File: config.mk
export PLATFORM = sky130hd
export DESIGN_NAME = pwm_gen
export DESIGN_NICKNAME = d
export VERILOG_FILES = /design/src/rtl/pwm_pkg.sv /design/src/rtl/pwm_gen_wrap_detect.sv /design/src/rtl/pwm_gen.sv
export SDC_FILE = /design/constraint.sdc
export NUM_CORES = 1
export LEC_CHECK = 0
export ABC_AREA = 1
export CAP_MARGIN = 10
export CELL_PAD_IN_SITES_DETAIL_PLACEMENT = 0
export CELL_PAD_IN_SITES_GLOBAL_PLACEMENT = 2
export CORE_MARGIN = 3
export CORE_UTILIZATION = 29
export CTS_CLUSTER_DIAMETER = 120
export CTS_CLUSTER_SIZE = 25
export DETAILED_ROUTE_END_ITERATION = 6
export PLACE_DENSITY = 0.74
export SYNTH_ARGS = -nofsm -noshare
export SYNTH_HDL_FRONTEND = slang
export SYNTH_SLANG_ARGS = --single-unit
File: constraint.sdc
create_clock -name clk -period 3.7 [get_ports clk]
set_input_delay 0.74 -clock clk [delete_from_list [all_inputs] [get_ports clk]]
set_output_delay 0.74 -clock clk [all_outputs]
set_load 0.1 [all_outputs]
File: src/rtl/pwm_pkg.sv
// rtl/pwm_pkg.sv - shared state encoding and next-state rule for the PWM generator
package pwm_pkg;

  typedef enum logic [1:0] {
    OFF   = 2'd0,
    ARMED = 2'd1,
    RUN   = 2'd2,
    DRAIN = 2'd3
  } pwm_state_e;

  // DRAIN lets the current period finish once en drops; it stops only at the wrap.
  function automatic pwm_state_e pwm_next_state(input pwm_state_e cur,
                                                input logic en,
                                                input logic boundary);
    pwm_state_e nxt;
    nxt = cur;
    case (cur)
      OFF:   if (en) nxt = ARMED;
      ARMED: if (!en) nxt = OFF;
             else if (boundary) nxt = RUN;
      RUN:   if (!en) nxt = boundary ? OFF : DRAIN;
      DRAIN: if (boundary) nxt = OFF;
             else if (en) nxt = RUN;
      default: nxt = OFF;
    endcase
    return nxt;
  endfunction

  function automatic logic pwm_is_driving(input pwm_state_e s);
    return (s == RUN) || (s == DRAIN);
  endfunction

endpackage

File: src/rtl/pwm_gen_wrap_detect.sv
// rtl/pwm_gen_wrap_detect.sv - flags the cycle where the upstream count wraps to zero
module wrap_detect #(
  parameter int N = 3
) (
  input  logic         clk_i,
  input  logic         reset_i,
  input  logic [N-1:0] count_i,
  output logic         boundary_o
);

  logic [N-1:0] prev_q;

  // Reset to all ones so the first count==0 after reset counts as a wrap.
  always_ff @(posedge clk_i) begin
    if (reset_i) prev_q <= '1;
    else         prev_q <= count_i;
  end

  assign boundary_o = (count_i == '0) && (prev_q == '1);

endmodule

File: src/rtl/pwm_gen.sv
// rtl/pwm_gen.sv - period-aligned PWM generator with a shadowed, glitch-free duty update
module pwm_gen
  import pwm_pkg::*;
#(
  parameter int N = 3
) (
  input  logic         clk,
  input  logic         reset,
  input  logic [N-1:0] count,
  input  logic         en,
  input  logic [N:0]   duty,
  input  logic         duty_valid,
  output logic         duty_ready,
  output logic         pwm,
  output logic         period_start
);

  localparam logic [N:0] DUTY_MAX = {1'b1, {N{1'b0}}};

  pwm_state_e state_q, state_d;
  logic [N:0] shadow_q, shadow_d;
  logic [N:0] active_q, active_d;
  logic       pending_q, pending_d;
  logic       pwm_q, period_start_q;
  logic       boundary;
  logic       accept;
  logic       drive_d;
  logic [N:0] duty_clip;
  logic [N:0] duty_nxt;

  wrap_detect #(.N(N)) u_wrap_detect (
    .clk_i      (clk),
    .reset_i    (reset),
    .count_i    (count),
    .boundary_o (boundary)
  );

  assign duty_ready = ~pending_q;
  assign accept     = duty_valid && ~pending_q;
  assign duty_clip  = (duty > DUTY_MAX) ? DUTY_MAX : duty;
  assign duty_nxt   = (boundary && pending_q) ? shadow_q : active_q;

  // A value accepted on a wrap cycle sets pending after the copy, so it waits a full period.
  always_comb begin
    state_d   = pwm_next_state(state_q, en, boundary);
    drive_d   = pwm_is_driving(state_d);
    shadow_d  = shadow_q;
    active_d  = active_q;
    pending_d = pending_q;
    if (boundary) begin
      active_d  = duty_nxt;
      pending_d = 1'b0;
    end
    if (accept) begin
      shadow_d  = duty_clip;
      pending_d = 1'b1;
    end
  end

  always_ff @(posedge clk) begin
    if (reset) begin
      state_q        <= OFF;
      shadow_q       <= '0;
      active_q       <= '0;
      pending_q      <= 1'b0;
      pwm_q          <= 1'b0;
      period_start_q <= 1'b0;
    end else begin
      state_q        <= state_d;
      shadow_q       <= shadow_d;
      active_q       <= active_d;
      pending_q      <= pending_d;
      pwm_q          <= drive_d && ({1'b0, count} < duty_nxt);
      period_start_q <= drive_d && boundary;
    end
  end

  assign pwm          = pwm_q;
  assign period_start = period_start_q;

endmodule

==> flow_summary.ini <==
[pwr]
irDropWorstVdd_uv = 256
pwr-share-comb = 0.123
p_clk_frac = 0.341
power_density_nw_per_um2 = 396
p_leak_nw = 0.376
p_sw_w = 0.0000813
seq_power_share = 0.536
internal-power_w = 0.000256
swShare = 0.241

[sta]
setup_ws_ps = 1090
tns_ps = 0
max_slew_margin = 0.357
setup_violations = 0
hold_violations = 0
period_needed_ps = 2610
fmax_mhz = 383
rsz0062_at_grt = no
tightest_slew_ps = 962
fin_skew_ps = 3.64
finalCritPeriodShare = 0.706
maxSlewViolCount = 0

[routing]
drc = 0
firstDrtPassIters = 3
ant_nets = 0
routed_wl_mm = 1.16
via_per_inst = 4.26
vias = 520
drtIter0Drc = 2
wire_per_inst_um = 9.53

[cells_and_area]
syn2layout_area_growth_pct = 29.9
drive_gt1_frac = 0.147
nNetsFinal = 109
fillers = 214
antenna-diode-count = 0

[hold_path]
hold_start = shadow_q[1]
worst_hold_path.num_cells = 2
hold_class = reg2reg
hold_end = shadow_q[1]

[logic_synthesis]
synth_top_family_by_area = simple AND/OR/NAND/NOR gates
synth.distinct_cells = 24
synthSimpleGateAreaFrac = 0.305
ys_ff_latch = 16
synth_compound_area_frac = 0.0705
synth_seq_area_share = 0.488
synth_mux_area_frac = 0.0305
synth-main-ff-cell = dfxtp_1
yosys_warnings = 0
synthAdderAreaFrac = 0.0381
syn_area_per_cell_um2 = 8.31
synth-edff-count = 0
synth.top_cell.area_share = 0.488
syn-num-nets = 92
synth_xor_area_frac = 0
synth_most_common_cell = nand2_1
netlist_area_um2 = 657
synthTopCellsByCount = nand2_1, dfxtp_1, inv_1, nor2_1, nor2_2
async_flop_share = 0
netlist_instances = 79
synth.largest_area_cell = dfxtp_1
netlist_top_cells_area = dfxtp_1, nand2_1, inv_1

[placement]
portBuffers = 13
post-dp-hpwl_um = 927
gp_congestion = 0.666
pre_cts_ws_ps = 1220

[cts]
htree_levels = 1
cts_tree = built
clkTransAtPathRegs_ps = 100
clock_latency_ps = 280
cts_buffer_depth = 2
ctsResizeCount = 0
cts_buffers = 3
postCtsSetupBuffers = 0
cts_sinks = 16
hold_buffers = 0
root_buffer = clkbuf_4

[floorplan]
start_util = 0.322
std_cell_rows = 16
core_area_um2 = 2040
die_area_um2 = 2870
ios = 14
die_y_um = 53.6
die_w_um = 53.6

[worst_setup_path]
rr_worst_depth = 9
required_ps = 2960
worst-path-max-fanout = 4
path_class = reg2out
r2r_start = u_wrap_detect.prev_q[2]
rrSetupSlack_ps = 2140
r2r_end = pwm
cp.arrival_ps = 1870
critPathLaunchType = flip-flop
cp-end-kind = output port

[global_route]
grt_pass1_vias = 480
overflow = 0
grt_max_degree = 12
grt_usage = 0.104
antenna_found_initial = 0
grt_pass1_wl_mm = 2.04

[job]
drv_cap = 0

[run_status]
status = finished, final reports clean
sequential cells by signal (all words and copies together), names as in the netlist:
| signal | flops |
|---|---|
| active_q | 4 |
| shadow_q | 4 |
| u_wrap_detect.prev_q | 3 |
| state_q | 2 |
| pending_q | 1 |
| period_start | 1 |
| pwm | 1 |
cell usage in the layout (no fill, tap or decap):
master,count
a211o_1,1
a21oi_1,2
a22oi_1,2
and2_1,1
and3_1,1
clkbuf_4,3
clkbuf_8,1
clkdlybuf4s50_1,13
clkinv_1,1
dfxtp_1,16
ha_1,2
inv_1,8
inv_2,2
mux2i_1,2
nand2_1,17
nand2_2,1
nand3_1,2
nand3_4,1
nand4_1,2
nor2_1,8
nor2_2,3
nor2_4,1
nor3_1,1
o211ai_1,1
o21ai_0,1
or2_2,2
metal layers:
layer	vias to the layer above	track usage	share of wire
met2	8	0.159	0.46
met1	228	0.121	0.48
met5	-	0	0
met3	2	0.0499	0.044
li1	282	-	-
met4	0	0.0511	0.015
area by class of cell:
class / instances / area (µm²) / area share
multi-input cells: 51 / 292 / 0.342
well taps: 27 / 33.8 / 0.0396
flip-flops and latches: 16 / 320 / 0.375
clock buffers: 4 / 36.3 / 0.0425
inverters: 11 / 41.3 / 0.0484
repair buffers: 13 / 130 / 0.152
worst max-delay path, stage by stage, from the launching register on:
cell and delay, ps:
dfxtp_1 370, inv_2 90, clkdlybuf4s50_1 1120
how the worst max path moves through the flow:
stage | from | endpoint | slack (ps) | cells past startpoint
4_1_cts | pending_q | duty_ready | 1070 | 2
5_1_grt | pending_q | duty_ready | 1020 | 2
6_report | pending_q | duty_ready | 1090 | 2
2_1_floorplan | count[0] | pwm | 1830 | 10
3_5_place_dp | count[2] | pwm | 1220 | 9
3_3_place_gp | count[2] | pwm | 1220 | 9
stage by stage:
| stage | hold slack (ps) | instance area [µm²] | instances | utilization | power (W) |
|---|---|---|---|---|---|
| floorplan | 444 | 657 | 79 | - | 0.000209 |
| global placement | 476 | 817 | 118 | 0.400 | 0.000227 |
| detailed placement | 470 | 817 | 118 | 0.400 | 0.000227 |
| CTS | 484 | 853 | 122 | 0.418 | 0.000344 |
| global route | 507 | 853 | 122 | 0.418 | 0.000357 |
| finish | 484 | 853 | 122 | 0.418 | 0.000338 |
cell families after synthesis:
logic type | after synthesis
DFF | 16
muxes | 2
adders and majority gates | 2
and+or+nand+nor | 40
buffers and inverters | 12
AOI/OAI and AO/OA | 7
power by group through the flow:
stage	clock network (W)	registers, W	logic (W)
after floorplan	0	0.000185	0.0000244
after global placement	0	0.000185	0.0000421
after detailed placement	0	0.000185	0.0000421
after CTS	0.000120	0.000181	0.0000421
after global routing	0.000129	0.000182	0.0000462
final	0.000115	0.000181	0.0000415
Note: power is estimated with default switching activity, not from simulation.
